[config.mk]
export PLATFORM = sky130hd
export DESIGN_NAME = comparison_scheduler
export DESIGN_NICKNAME = d
export VERILOG_FILES = /design/src/rtl/comparison_scheduler.sv
export SDC_FILE = /design/constraint.sdc
export NUM_CORES = 1
export LEC_CHECK = 0
export CAP_MARGIN = 25
export CORE_ASPECT_RATIO = 0.5
export CORE_MARGIN = 2
export CORE_UTILIZATION = 35
export CTS_BUF_LIST = sky130_fd_sc_hd__clkbuf_2
export CTS_CLUSTER_DIAMETER = 80
export DETAILED_ROUTE_END_ITERATION = 10
export PLACE_DENSITY = 0.77
export SYNTH_ARGS = -nofsm -noshare
export SYNTH_HDL_FRONTEND = slang
export SYNTH_SLANG_ARGS = --single-unit
[constraint.sdc]
create_clock -name i_clk -period 2.2 [get_ports i_clk]
set_input_delay 0.44 -clock i_clk [delete_from_list [all_inputs] [get_ports i_clk]]
set_output_delay 0.44 -clock i_clk [all_outputs]
set_load 0.05 [all_outputs]
[src/rtl/comparison_scheduler.sv]
// Round-robin sequencer sharing one comparison unit between requesters A and B.
// Optional keep-grant locking is enabled by defining COMPARISON_LOCK_EN.
module comparison_scheduler #(
  parameter int unsigned SETTLE_CYCLES = 1
) (
  input  logic       i_clk,
  input  logic       i_reset,
  input  logic       i_req_a,
  input  logic       i_req_b,
  input  logic [3:0] i_x_a,
  input  logic [3:0] i_y_a,
  input  logic [3:0] i_x_b,
  input  logic [3:0] i_y_b,
  input  logic [1:0] i_op_a,
  input  logic [1:0] i_op_b,
  input  logic       i_lock_a,
  input  logic       i_lock_b,
  output logic       o_ack_a,
  output logic       o_ack_b,
  output logic [7:0] o_result,
  output logic       o_result_valid,
  output logic       o_last_grant,
  output logic       o_busy,
  output logic [3:0] o_cmp_x,
  output logic [3:0] o_cmp_y,
  output logic [1:0] o_cmp_op,
  input  logic [7:0] i_cmp_result
);

  if (SETTLE_CYCLES < 1 || SETTLE_CYCLES > 15) begin : g_bad_settle
    $error("comparison_scheduler: SETTLE_CYCLES must be in 1..15");
  end

  localparam logic [3:0] SettleLoad = 4'(SETTLE_CYCLES - 1);

  typedef enum logic [1:0] {StIdle, StDrive, StDone} state_e;

  state_e     r_state;
  state_e     w_state_next;
  logic [3:0] r_cnt;
  logic       r_last_grant;
  logic [3:0] r_cmp_x;
  logic [3:0] r_cmp_y;
  logic [1:0] r_cmp_op;
  logic [7:0] r_result;
  logic       r_result_valid;
  logic       w_grant;
  logic       w_pick_b;
  logic       w_capture;

`ifdef COMPARISON_LOCK_EN
  logic r_lock_valid;
  logic r_lock_owner;
`else
  logic w_unused_lock;
  assign w_unused_lock = i_lock_a ^ i_lock_b;
`endif

  // Arbitration: a live lock beats round-robin; otherwise ties go to the one not served last.
  always_comb begin
    w_pick_b = 1'b0;
    if (i_req_a && i_req_b) begin
      w_pick_b = ~r_last_grant;
    end else begin
      w_pick_b = i_req_b;
    end
`ifdef COMPARISON_LOCK_EN
    if (r_lock_valid && (r_lock_owner ? i_req_b : i_req_a)) begin
      w_pick_b = r_lock_owner;
    end
`endif
  end

  assign w_grant   = (r_state == StIdle) && (i_req_a || i_req_b);
  assign w_capture = (r_state == StDrive) && (r_cnt == 4'd0);

  // State register
  always_ff @(posedge i_clk) begin
    if (i_reset) begin
      r_state <= StIdle;
    end else begin
      r_state <= w_state_next;
    end
  end

  // Next-state logic
  always_comb begin
    w_state_next = r_state;
    unique case (r_state)
      StIdle:  if (w_grant) w_state_next = StDrive;
      StDrive: if (r_cnt == 4'd0) w_state_next = StDone;
      StDone:  w_state_next = StIdle;
      default: w_state_next = StIdle;
    endcase
  end

  // Outputs: r_last_grant always names the requester of the transaction in flight.
  always_comb begin
    o_ack_a = 1'b0;
    o_ack_b = 1'b0;
    o_busy  = 1'b0;
    if (r_state == StDone) begin
      o_ack_a = ~r_last_grant;
      o_ack_b = r_last_grant;
    end
    if (r_state != StIdle) begin
      o_busy = 1'b1;
    end
  end

  // Datapath: operands latched only at grant, result only at the end of the settle window.
  always_ff @(posedge i_clk) begin
    if (i_reset) begin
      r_cnt          <= 4'd0;
      r_last_grant   <= 1'b1;
      r_cmp_x        <= 4'd0;
      r_cmp_y        <= 4'd0;
      r_cmp_op       <= 2'b00;
      r_result       <= 8'h00;
      r_result_valid <= 1'b0;
    end else begin
      if (w_grant) begin
        r_cmp_x      <= w_pick_b ? i_x_b : i_x_a;
        r_cmp_y      <= w_pick_b ? i_y_b : i_y_a;
        r_cmp_op     <= w_pick_b ? i_op_b : i_op_a;
        r_last_grant <= w_pick_b;
        r_cnt        <= SettleLoad;
      end else if (w_capture) begin
        r_result       <= i_cmp_result;
        r_result_valid <= 1'b1;
      end else if (r_state == StDrive) begin
        r_cnt <= r_cnt - 4'd1;
      end
    end
  end

`ifdef COMPARISON_LOCK_EN
  // Every grant rewrites the lock, which also covers release when the other side wins.
  always_ff @(posedge i_clk) begin
    if (i_reset) begin
      r_lock_valid <= 1'b0;
      r_lock_owner <= 1'b0;
    end else if (w_grant) begin
      r_lock_valid <= w_pick_b ? i_lock_b : i_lock_a;
      r_lock_owner <= w_pick_b;
    end
  end
`endif

  assign o_result       = r_result;
  assign o_result_valid = r_result_valid;
  assign o_last_grant   = r_last_grant;
  assign o_cmp_x        = r_cmp_x;
  assign o_cmp_y        = r_cmp_y;
  assign o_cmp_op       = r_cmp_op;

endmodule

Yosys cells after proc, flatten, opt, wreduce, memory -nomap -nowiden
Cells that the tools add are included.
- eq/ne operators: 4
- div/mod/pow operators: 0
- shift operators: 0
- magnitude comparators: 0
- bitwise operators: 3
- mux-type cells: 10
- reductions and logical operators: 11
- multiply operators: 0
- $add $sub $neg: 1
- operator list (kind ; count):
    $mux W4 ; 2
    $mux W2 ; 3
    $reduce_and A2 Y1 ; 3
    $logic_not A4 Y1 ; 1
    $mux W1 ; 4
    $ne A2 B2 Y1 const B ; 2
    $pmux W2 S2 ; 1
    $sub A4 B1 Y4 const B ; 1
    $logic_and A1 B1 Y1 ; 3
    $not A1 Y1 ; 3
    $eq A2 B1 Y1 const B ; 1
    $eq A2 B2 Y1 const B ; 1
    $logic_not A2 Y1 ; 1
    $reduce_bool A2 Y1 ; 1
    $reduce_or A2 Y1 ; 1
    $logic_or A1 B1 Y1 ; 1
- latch bits: 0
- register bits after elaboration: 26
- bits in read-only memories: 0
- memories: 0
- output and inout bits: 23
- input port bits: 34
- memory bits (writable): 0

Longest topological paths before layout
Gate-level depths: netlist of the first run.
- depth after elaboration: 4
- mapped depth: 6
- mapped depth without buffers: 5

Least setup slack after synthesis of the first run
Ideal clock, no wire load.
- kind: flip-flop to output port
- start point: register r_last_grant, in the netlist o_last_grant
- end point: output o_ack_a
- setup slack: 0.050 ns
- arrival: 1.710 ns
- buffers on the path: 0
- stages on the path, launching flop included: 2
- cells stage by stage: dfxtp_1 > nor3b_1
- word-level cells in the longest chain between the ends: 2
- RTL lines (element ; line ; RTL):
    start, declared ; 41 ; logic r_last_grant;
    start signal, assigned ; 126 ; r_last_grant <= w_pick_b;
    $not A1 Y1 ; 103 ; o_ack_a = ~r_last_grant;
    $mux W1 ; 102 ; if (r_state == StDone) begin
    end, declared ; 18 ; output logic o_ack_a,
No other way between the ends.

Final worst setup path of the first run
- start point: register r_last_grant, in the netlist o_last_grant
- end point: output o_last_grant
- RTL lines (element ; line ; RTL):
    end, declared ; 22 ; output logic o_last_grant,
No word-level cell between the ends.

==> flow_metrics.tcl, run 1 <==
set metrics [dict create \
    cts_sinks 26 \
    whs_ns 0.483 \
    fmax_mhz 494 \
    die_x_um 82.6 \
    netlist_area_sq_um 1080 \
    antennaDiodeCount 0 \
    crit_buf_inv 1 \
    grt_pass1_vias 928 \
    drive_gt1_share_pct 5.42 \
    synth_nets 147 \
    rrSetupSlack_ns 0.64 \
    vias_per_cell 5.05 \
    critPathKind "reg2out" \
    drt_wl_total_mm 2.61 \
    hold_violations 0 \
    rsz0062_at_grt "false" \
    cp-end-kind "output pin" \
    required_ns 1.76 \
    syn_inst 112 \
    finClkSkew_ns 0.0122 \
    power.density_nw_per_um2 624 \
    grt_max_degree 15 \
    yosys_warnings 0 \
    crit_path_max_incr_delay_ns 0.83 \
    cts_resized 2 \
    grt_antenna_before_repair 0 \
    cts_hold_buf 0 \
    worstPathMaxFanout 5 \
    core_area_sq_um 2980 \
    dieArea_sq_um 3580 \
    status "complete, no violations" \
    ir_drop_mv 0.280 \
    post_drt_wl_per_cell_um 12.7 \
    final_nets 203 \
    ant_nets 0 \
    maxCapViolations 0 \
    hpwlAfterDp_mm 2.01 \
    drt-initial-drc-count 44 \
    worstSetupPathDepth 1 \
    n_fill_cell 294 \
    vias 1041 \
    critical_path.slowest_cell "clkdlybuf4s50_1" \
    htreeDepth 1 \
    yosysUniqueCellTypes 28 \
    path_cells "clkdlybuf4s50_1" \
    cts.clk_slew.worst_paths_ns 0.20 \
    p_leak_uw 0.000641 \
    synth.ff_latch_count 26 \
    grt.total_usage_pct 15.4 \
    die_y_um 43.3 \
    fin_crit_ns 2.03 \
    cts_setup_buffers 0 \
    relSlewSlack_pct 65.4 \
    slew_viol_final 0 \
    synth-seq-area-share_pct 48.1 \
    grt_pass1_wl_mm 4.12 \
    avgSynthCellArea_sq_um 9.65 \
    hold_class "reg2reg" \
    cts_tree "done" \
    ios 57 \
    crit_family "buffers and inverters" \
    start_util_pct 36.3 \
    cts-root-buf "clkbuf_2" \
    clock_latency_ns 0.33 \
    hold_path_depth 1 \
    r2r_cells 6 \
    cts_buffer_depth 2 \
    drc 0 \
    startpoint_type "register" \
    rows 14 \
    syn2layout_area_growth_pct 55.6 \
    cp.arrival_ns 1.59 \
    firstDrtPassIters 4 \
    finalSetupViolations 0 \
    cts-buffers-inserted 3 \
    io_buffers 54 \
    worst_pin_slew_ns 0.517 \
    final.setup.tns_ns 0 \
    place_congestion 0.812 \
    fin_crit_sh_pct 92.1 \
    gr-total-overflow 0 \
]
## final timing paths
path,start,endpoint
setup / recovery,o_last_grant,o_last_grant
setup reg to reg,r_cnt[0],r_cnt[0]
hold / removal,o_cmp_op[1],o_cmp_op[1]
hold reg to reg,o_cmp_op[1],o_cmp_op[1]
## registers in the layout, indices dropped and copies added, names as in the netlist
signal	cells
r_cnt	4
o_result_valid	1
o_last_grant	1
o_cmp_y	4
o_cmp_op	2
o_result	8
r_state	2
o_cmp_x	4
## layer usage
layer	vias to the layer above	track usage (%)	wire, um
met2	23	27.3	1330
met3	0	5.11	101
met1	490	17.7	1170
met4	0	4.92	0
li1	528	-	-
met5	-	0	0
## cells in the final DEF, fill, tap and decap left out, types with 2 or more instances in the layout
cell	netlist	routed
o21ai_0	11	11
clkdlybuf4s50_1	0	51
a21oi_1	13	13
clkbuf_2	0	3
dlygate4sd2_1	0	2
or4_1	2	2
dfxtp_1	26	26
nor3b_1	2	2
nand3_1	9	9
o2bb2ai_1	10	10
buf_4	1	4
nor2_1	3	3
inv_1	4	4
mux2i_1	10	10
## power breakdown
part,switching [uW],internal [uW],leakage [uW]
combinational,209,147,0.000415
clock,126,37.1,0.0000125
sequential,21.5,508,0.000213
total,356,692,0.000641
## synth_stat cells
master	number	area (sq um)
nor3b_1	2	15.0
nand2b_1	1	6.26
and3b_1	1	8.76
buf_2	4	20.0
a21oi_1	13	65.1
a22oi_1	1	7.51
a21boi_0	1	7.51
or3_1	1	6.26
nor3_1	1	5.00
o2bb2ai_1	10	87.6
dfxtp_1	26	521
or2_2	1	6.26
nor2_1	3	11.3
nand3b_1	1	7.51
o21ai_0	11	55.1
mux2i_1	10	100
buf_4	1	7.51
a21o_1	1	7.51
a311oi_1	1	8.76
or3b_1	1	8.76
a21oi_2	1	8.76
nand3_1	9	45.0
ha_1	1	12.5
inv_1	4	15.0
o22a_1	1	8.76
clkbuf_1	2	7.51
or4_1	2	15.0
nor2b_1	1	6.26
## final cells by class
cell class                 instances  area [sq um]  share of cell area (%)
clock buffer                       3          15.0                   0.893
timing repair buffer              58           571                    33.9
inverter                           4          15.0                   0.893
tap                               40          50.0                    2.98
multi-input combinational         75           510                    30.4
sequential                        26           520                    31.0
## cell families (layout without fill, tap and decap cells)
kind of cell	Yosys count	count (layout)	synth area share [%]
adders and majority gates	1	1	1.16
AOI/OAI and AO/OA	40	40	23.7
muxes	10	10	9.26
buffers and inverters	11	65	4.63
and+or+nand+nor	24	24	13.1
DFF	26	26	48.1
## stage by stage
stage | setup slack (ns) | power, uW | instance area (sq um) | util [%] | cells
4_1_cts | 0.000582 | 1060 | 1680 | 56.4 | 206
3_3_place_gp | 0.336 | 896 | 1670 | 56.0 | 203
3_5_place_dp | 0.336 | 899 | 1670 | 56.0 | 203
2_1_floorplan | 0.0500 | 750 | 1080 | - | 112
5_1_grt | 0.0818 | 1100 | 1680 | 56.5 | 206
6_report | 0.174 | 1050 | 1680 | 56.5 | 206
Power figures use the tool's default switching activity.
==> run 2: changes to the inputs <==
--- a/config.mk
+++ b/config.mk
@@ -6,13 +6,15 @@
 export NUM_CORES = 1
 export LEC_CHECK = 0
 export CAP_MARGIN = 25
+export CELL_PAD_IN_SITES_DETAIL_PLACEMENT = 1
+export CELL_PAD_IN_SITES_GLOBAL_PLACEMENT = 1
 export CORE_ASPECT_RATIO = 0.5
 export CORE_MARGIN = 2
-export CORE_UTILIZATION = 35
+export CORE_UTILIZATION = 26
 export CTS_BUF_LIST = sky130_fd_sc_hd__clkbuf_2
 export CTS_CLUSTER_DIAMETER = 80
 export DETAILED_ROUTE_END_ITERATION = 10
-export PLACE_DENSITY = 0.77
+export PLACE_DENSITY = 0.82
 export SYNTH_ARGS = -nofsm -noshare
 export SYNTH_HDL_FRONTEND = slang
 export SYNTH_SLANG_ARGS = --single-unit
==> constraint.sdc (replaced) <==
create_clock -name i_clk -period 1.85 [get_ports i_clk]
set_input_delay 0.37 -clock i_clk [delete_from_list [all_inputs] [get_ports i_clk]]
set_output_delay 0.37 -clock i_clk [all_outputs]
set_load 0.05 [all_outputs]
==> run 2 against run 1 <==
  * Combinational power up 19%
  * Count of clock-buffer cells in the layout unchanged
  * First-iteration DRC count shrank 80%
  * Via count grew 1.2%
  * Critical endpoint is now o_busy
  * Global-route usage shrank 2.0 points
==> flow_metrics.tcl, run 2 (synthesis results as in run 1) <==
set metrics [dict create \
    layout_common_cells "clkdlybuf4s50_1 (31), dfxtp_1 (26), buf_4 (22)" \
    grt_pass1_vias 1097 \
    startpoint_type "register" \
    dp.cells 220 \
    critPathKind "reg2out" \
    start_util_pct 27.4 \
    finClkSkew_ns 0.00312 \
    final_common_cell "clkdlybuf4s50_1" \
    required_ns 1.48 \
    power.density_nw_per_um2 744 \
    crit_start "r_state[0]" \
    drive_gt1_share_pct 17.1 \
    cp-end-kind "output pin" \
    drt-initial-drc-count 9 \
    rows 16 \
    firstDrtPassIters 4 \
    syn2layout_area_growth_pct 56.7 \
    hpwlAfterDp_mm 2.38 \
    fin_crit_sh_pct 91.9 \
    ios 57 \
    slew_viol_final 0 \
    grt_pass1_wl_mm 5.00 \
    ir_drop_mv 0.309 \
    status "complete, no violations" \
    relSlewSlack_pct 66.1 \
    rsz0062_at_grt "false" \
    vias 1054 \
    drc 0 \
    grt.total_usage_pct 13.4 \
    cts.clk_slew.worst_paths_ns 0.22 \
    die_y_um 49.6 \
    htreeDepth 1 \
    ant_nets 0 \
    instances_no_fill 224 \
    grt_antenna_before_repair 0 \
    worstHoldStart "o_cmp_op[1]" \
    grt_max_degree 15 \
    r2r-start "r_cnt[0]" \
    cts_sinks 26 \
    cts-root-buf "clkbuf_2" \
    largest_register_ffs 8 \
    final_nets 206 \
    core_area_sq_um 3940 \
    drt_wl_total_mm 2.99 \
    cts_hold_buf 0 \
    cts-buffers-inserted 3 \
    p_leak_uw 0.000690 \
    post_drt_wl_per_cell_um 13.3 \
    antennaDiodeCount 0 \
    hold_violations 0 \
    place_congestion 0.680 \
    finalSetupViolations 0 \
    worstPathMaxFanout 5 \
    gr-total-overflow 0 \
    hold_class "reg2reg" \
    clock_latency_ns 0.34 \
    worst_pin_slew_ns 0.508 \
    vias_per_cell 4.71 \
    io_buffers 54 \
    final.setup.tns_ns 0 \
    fmax_mhz 588 \
    die_x_um 95.2 \
    fin_crit_ns 1.70 \
    maxCapViolations 0 \
    cp.arrival_ns 1.33 \
    dieArea_sq_um 4720 \
    cts_buffer_depth 2 \
    cts_tree "done" \
]
-- run 2: repair_timing --
action	in CTS	in global routing
endpoints found under the setup margin	7	0
setup buffers	0	0
gates resized for setup	7	0
-- run 2: worst paths after layout --
kind	endpoint	slack, ns	cells after the start
hold reg to reg	o_cmp_op[1]	0.48	1
setup reg to reg	o_result[0]	0.26	6
hold / removal	o_cmp_op[1]	0.48	1
setup / recovery	o_busy	0.15	3
-- run 2: worst max-delay path, cell delays in order, from the launching register on --
cell and delay [ns]:
dfxtp_1 0.40, nor2_1 0.31, inv_1 0.08, buf_4 0.20
-- run 2: stage by stage --
step	setup slack (ns)	total power (uW)	hold WS [ns]	util [%]	instance area (sq um)
2_1_floorplan	0.259	893	0.449	-	1090
3_3_place_gp	0.154	1070	0.446	42.7	1680
3_5_place_dp	0.128	1080	0.454	42.7	1680
4_1_cts	0.124	1290	0.492	43.0	1690
5_1_grt	0.0236	1330	0.501	43.0	1690
6_report	0.150	1260	0.484	43.0	1690
-- run 2: report_power, final --
part | leakage [uW] | switching (uW) | internal (uW) | total (uW)
Sequential | 0.000213 | 26.2 | 604 | 630
Combinational | 0.000463 | 255 | 169 | 423
Clock | 0.0000140 | 160 | 47.0 | 207
-- run 2: final cells by class --
cell class,instances,area [sq um]
tap,54,67.6
fill,451,2250
clock buffer,3,15.0
timing repair buffer,61,557
clock inverter,1,3.75
inverter,4,15.0
multi-input combinational,75,515
sequential,26,520
-- run 2: routing by layer --
| metal | part of all wire (%) | vias up | GRT usage [%] |
|---|---|---|---|
| li1 | - | 527 | - |
| met1 | 41 | 507 | 15.1 |
| met2 | 54 | 18 | 24.4 |
| met3 | 4.3 | 2 | 3.82 |
| met4 | 0.47 | 0 | 4.11 |
| met5 | 0 | - | 0 |
==> run 3: changes to the inputs <==
--- a/config.mk
+++ b/config.mk
@@ -10,11 +10,13 @@
 export CELL_PAD_IN_SITES_GLOBAL_PLACEMENT = 1
 export CORE_ASPECT_RATIO = 0.5
 export CORE_MARGIN = 2
-export CORE_UTILIZATION = 26
+export CORE_UTILIZATION = 35
 export CTS_BUF_LIST = sky130_fd_sc_hd__clkbuf_2
 export CTS_CLUSTER_DIAMETER = 80
 export DETAILED_ROUTE_END_ITERATION = 10
-export PLACE_DENSITY = 0.82
+export DONT_BUFFER_PORTS = 1
+export GPL_TIMING_DRIVEN = 0
+export PLACE_DENSITY = 0.7
 export SYNTH_ARGS = -nofsm -noshare
 export SYNTH_HDL_FRONTEND = slang
 export SYNTH_SLANG_ARGS = --single-unit
==> run 3 against run 2 <==
  * Count of clock-buffer cells in the layout unchanged
  * Die area decreased by 24%
  * Final area fell by 31%
  * Wire length decreased by 15%
  * Via count decreased by 19%
  * Critical path type unchanged
  * Largest power group unchanged
==> flow_metrics.tcl, run 3 (synthesis results as in run 1) <==
set metrics [dict create \
    status "complete, no violations" \
    startpoint_type "register" \
    hold_violations 0 \
    start_util_pct 36.3 \
    rows 14 \
    hold_path_depth 1 \
    crit_path_max_incr_delay_ns 0.42 \
    final.setup.tns_ns 0 \
    ios 57 \
    grt_max_degree 14 \
    grt_pass1_wl_mm 4.08 \
    drt-initial-drc-count 21 \
    hold_path_end "r_state[1]" \
    syn2layout_area_growth_pct 7.41 \
    dpl_worst_slack_ns 0.163 \
    power.total_uw 1130 \
    largest_register_ffs 8 \
    cts_hold_buf 0 \
    fin_crit_ns 1.76 \
    ant_nets 0 \
    worst_pin_slew_ns 0.570 \
    ff_latch_area_sq_um 522 \
    maxCapViolations 0 \
    critical_path.slowest_cell "dfxtp_1" \
    grt_antenna_before_repair 0 \
    hold_class "in2reg" \
    multi_input_area_sq_um 523 \
    cp-end-kind "output pin" \
    antennaDiodeCount 0 \
    drc 0 \
    cts_sinks 26 \
    worstPathMaxFanout 5 \
    die_x_um 82.6 \
    cts.clk_slew.worst_paths_ns 0.24 \
    r2r_cells 6 \
    n_fill_cell 371 \
    final_nets 152 \
    cts-buffers-inserted 3 \
    power.density_nw_per_um2 971 \
    rsz0062_at_grt "false" \
    ir_drop_mv 0.351 \
    final_common_cell "dfxtp_1" \
    r2r_end "o_result[6]" \
    crit_buf_inv 1 \
    layout_common_cells "dfxtp_1 (25), a21oi_1 (13), o21ai_0 (11)" \
    cp.arrival_ns 1.39 \
    cts-root-buf "clkbuf_2" \
    slew_viol_final 0 \
    fmax_mhz 569 \
    vias_per_cell 5.49 \
    whs_ns 0.0550 \
    cts_setup_buffers 0 \
    post_drt_wl_per_cell_um 16.3 \
    grt.total_usage_pct 15.0 \
    fin_crit_sh_pct 95.0 \
    clock_latency_ns 0.34 \
    relSlewSlack_pct 61.9 \
    place_congestion 0.777 \
    die_y_um 43.3 \
    drive_gt1_share_pct 12.2 \
    cts_tree "done" \
    final_core_util_pct 39.0 \
    finalSetupViolations 0 \
    crit_family "flip-flops" \
    hpwlAfterDp_mm 1.83 \
    firstDrtPassIters 3 \
    gr-total-overflow 0 \
    cts_buffer_depth 2 \
    drt_wl_total_mm 2.53 \
    required_ns 1.48 \
    finClkSkew_ns 0.0119 \
    p_leak_uw 0.000423 \
    dieArea_sq_um 3580 \
    htreeDepth 1 \
    io_buffers 0 \
    rrSetupSlack_ns 0.24 \
    grt_pass1_vias 861 \
    path_cells "nor2_1, inv_1" \
    r2r-start "r_cnt[0]" \
    setup_ws_ns 0.0920 \
    worstHoldStart "i_reset" \
    core_area_sq_um 2980 \
    vias 851 \
    critPathKind "reg2out" \
]
-- run 3: report_power, final --
group	switching (uW)	internal, uW	leakage (uW)	total (uW)
logic	89.9	54.4	0.000198	144
clock network	166	44.1	0.0000125	210
registers	169	604	0.000213	774
-- run 3: per-layer routing --
metal  track usage (%)  share of wire [%]  up-vias
met2              27.6                 51       27
met5                 0                  0        -
met1              18.2                 44      405
li1                  -                  -      419
met4              1.97                  0        0
met3              4.04                5.0        0
-- run 3: repair_timing --
action / in CTS / in global routing
hold endpoints to repair: 0 / 0
setup endpoints to repair: 2 / 8
resized for setup: 3 / 2
-- run 3: stage by stage --
step           cell area, sq um  instances
2_1_floorplan              1090        112
3_3_place_gp               1140        152
3_5_place_dp               1140        152
4_1_cts                    1160        155
5_1_grt                    1160        155
6_report                   1160        155
-- run 3: worst max path at each step --
stage | startpoint | to | slack [ns] | cells past startpoint
after floorplan | o_last_grant | o_ack_b | 0.26 | 1
after global placement | o_last_grant | o_ack_b | 0.22 | 1
after detailed placement | r_cnt[0] | o_result[4] | 0.16 | 6
after CTS | o_last_grant | o_ack_a | 0.09 | 1
after global routing | r_state[0] | o_busy | 0.01 | 2
final | r_state[0] | o_busy | 0.09 | 2
-- run 3: final cells by class --
cell class | count | share of cell area [%]
clock buffer | 3 | 1.29
buffer | 7 | 3.13
multi-input combinational | 75 | 45.0
tap | 40 | 4.31
sequential | 26 | 44.9
inverter | 4 | 1.29
-- run 3: worst reg2reg max path, cell delays in order, from the launching register on --
cell	delay, ns
dfxtp_1	0.37
inv_1	0.08
ha_1	0.18
or3b_1	0.41
buf_2	0.21
o21ai_0	0.16
a21oi_1	0.08
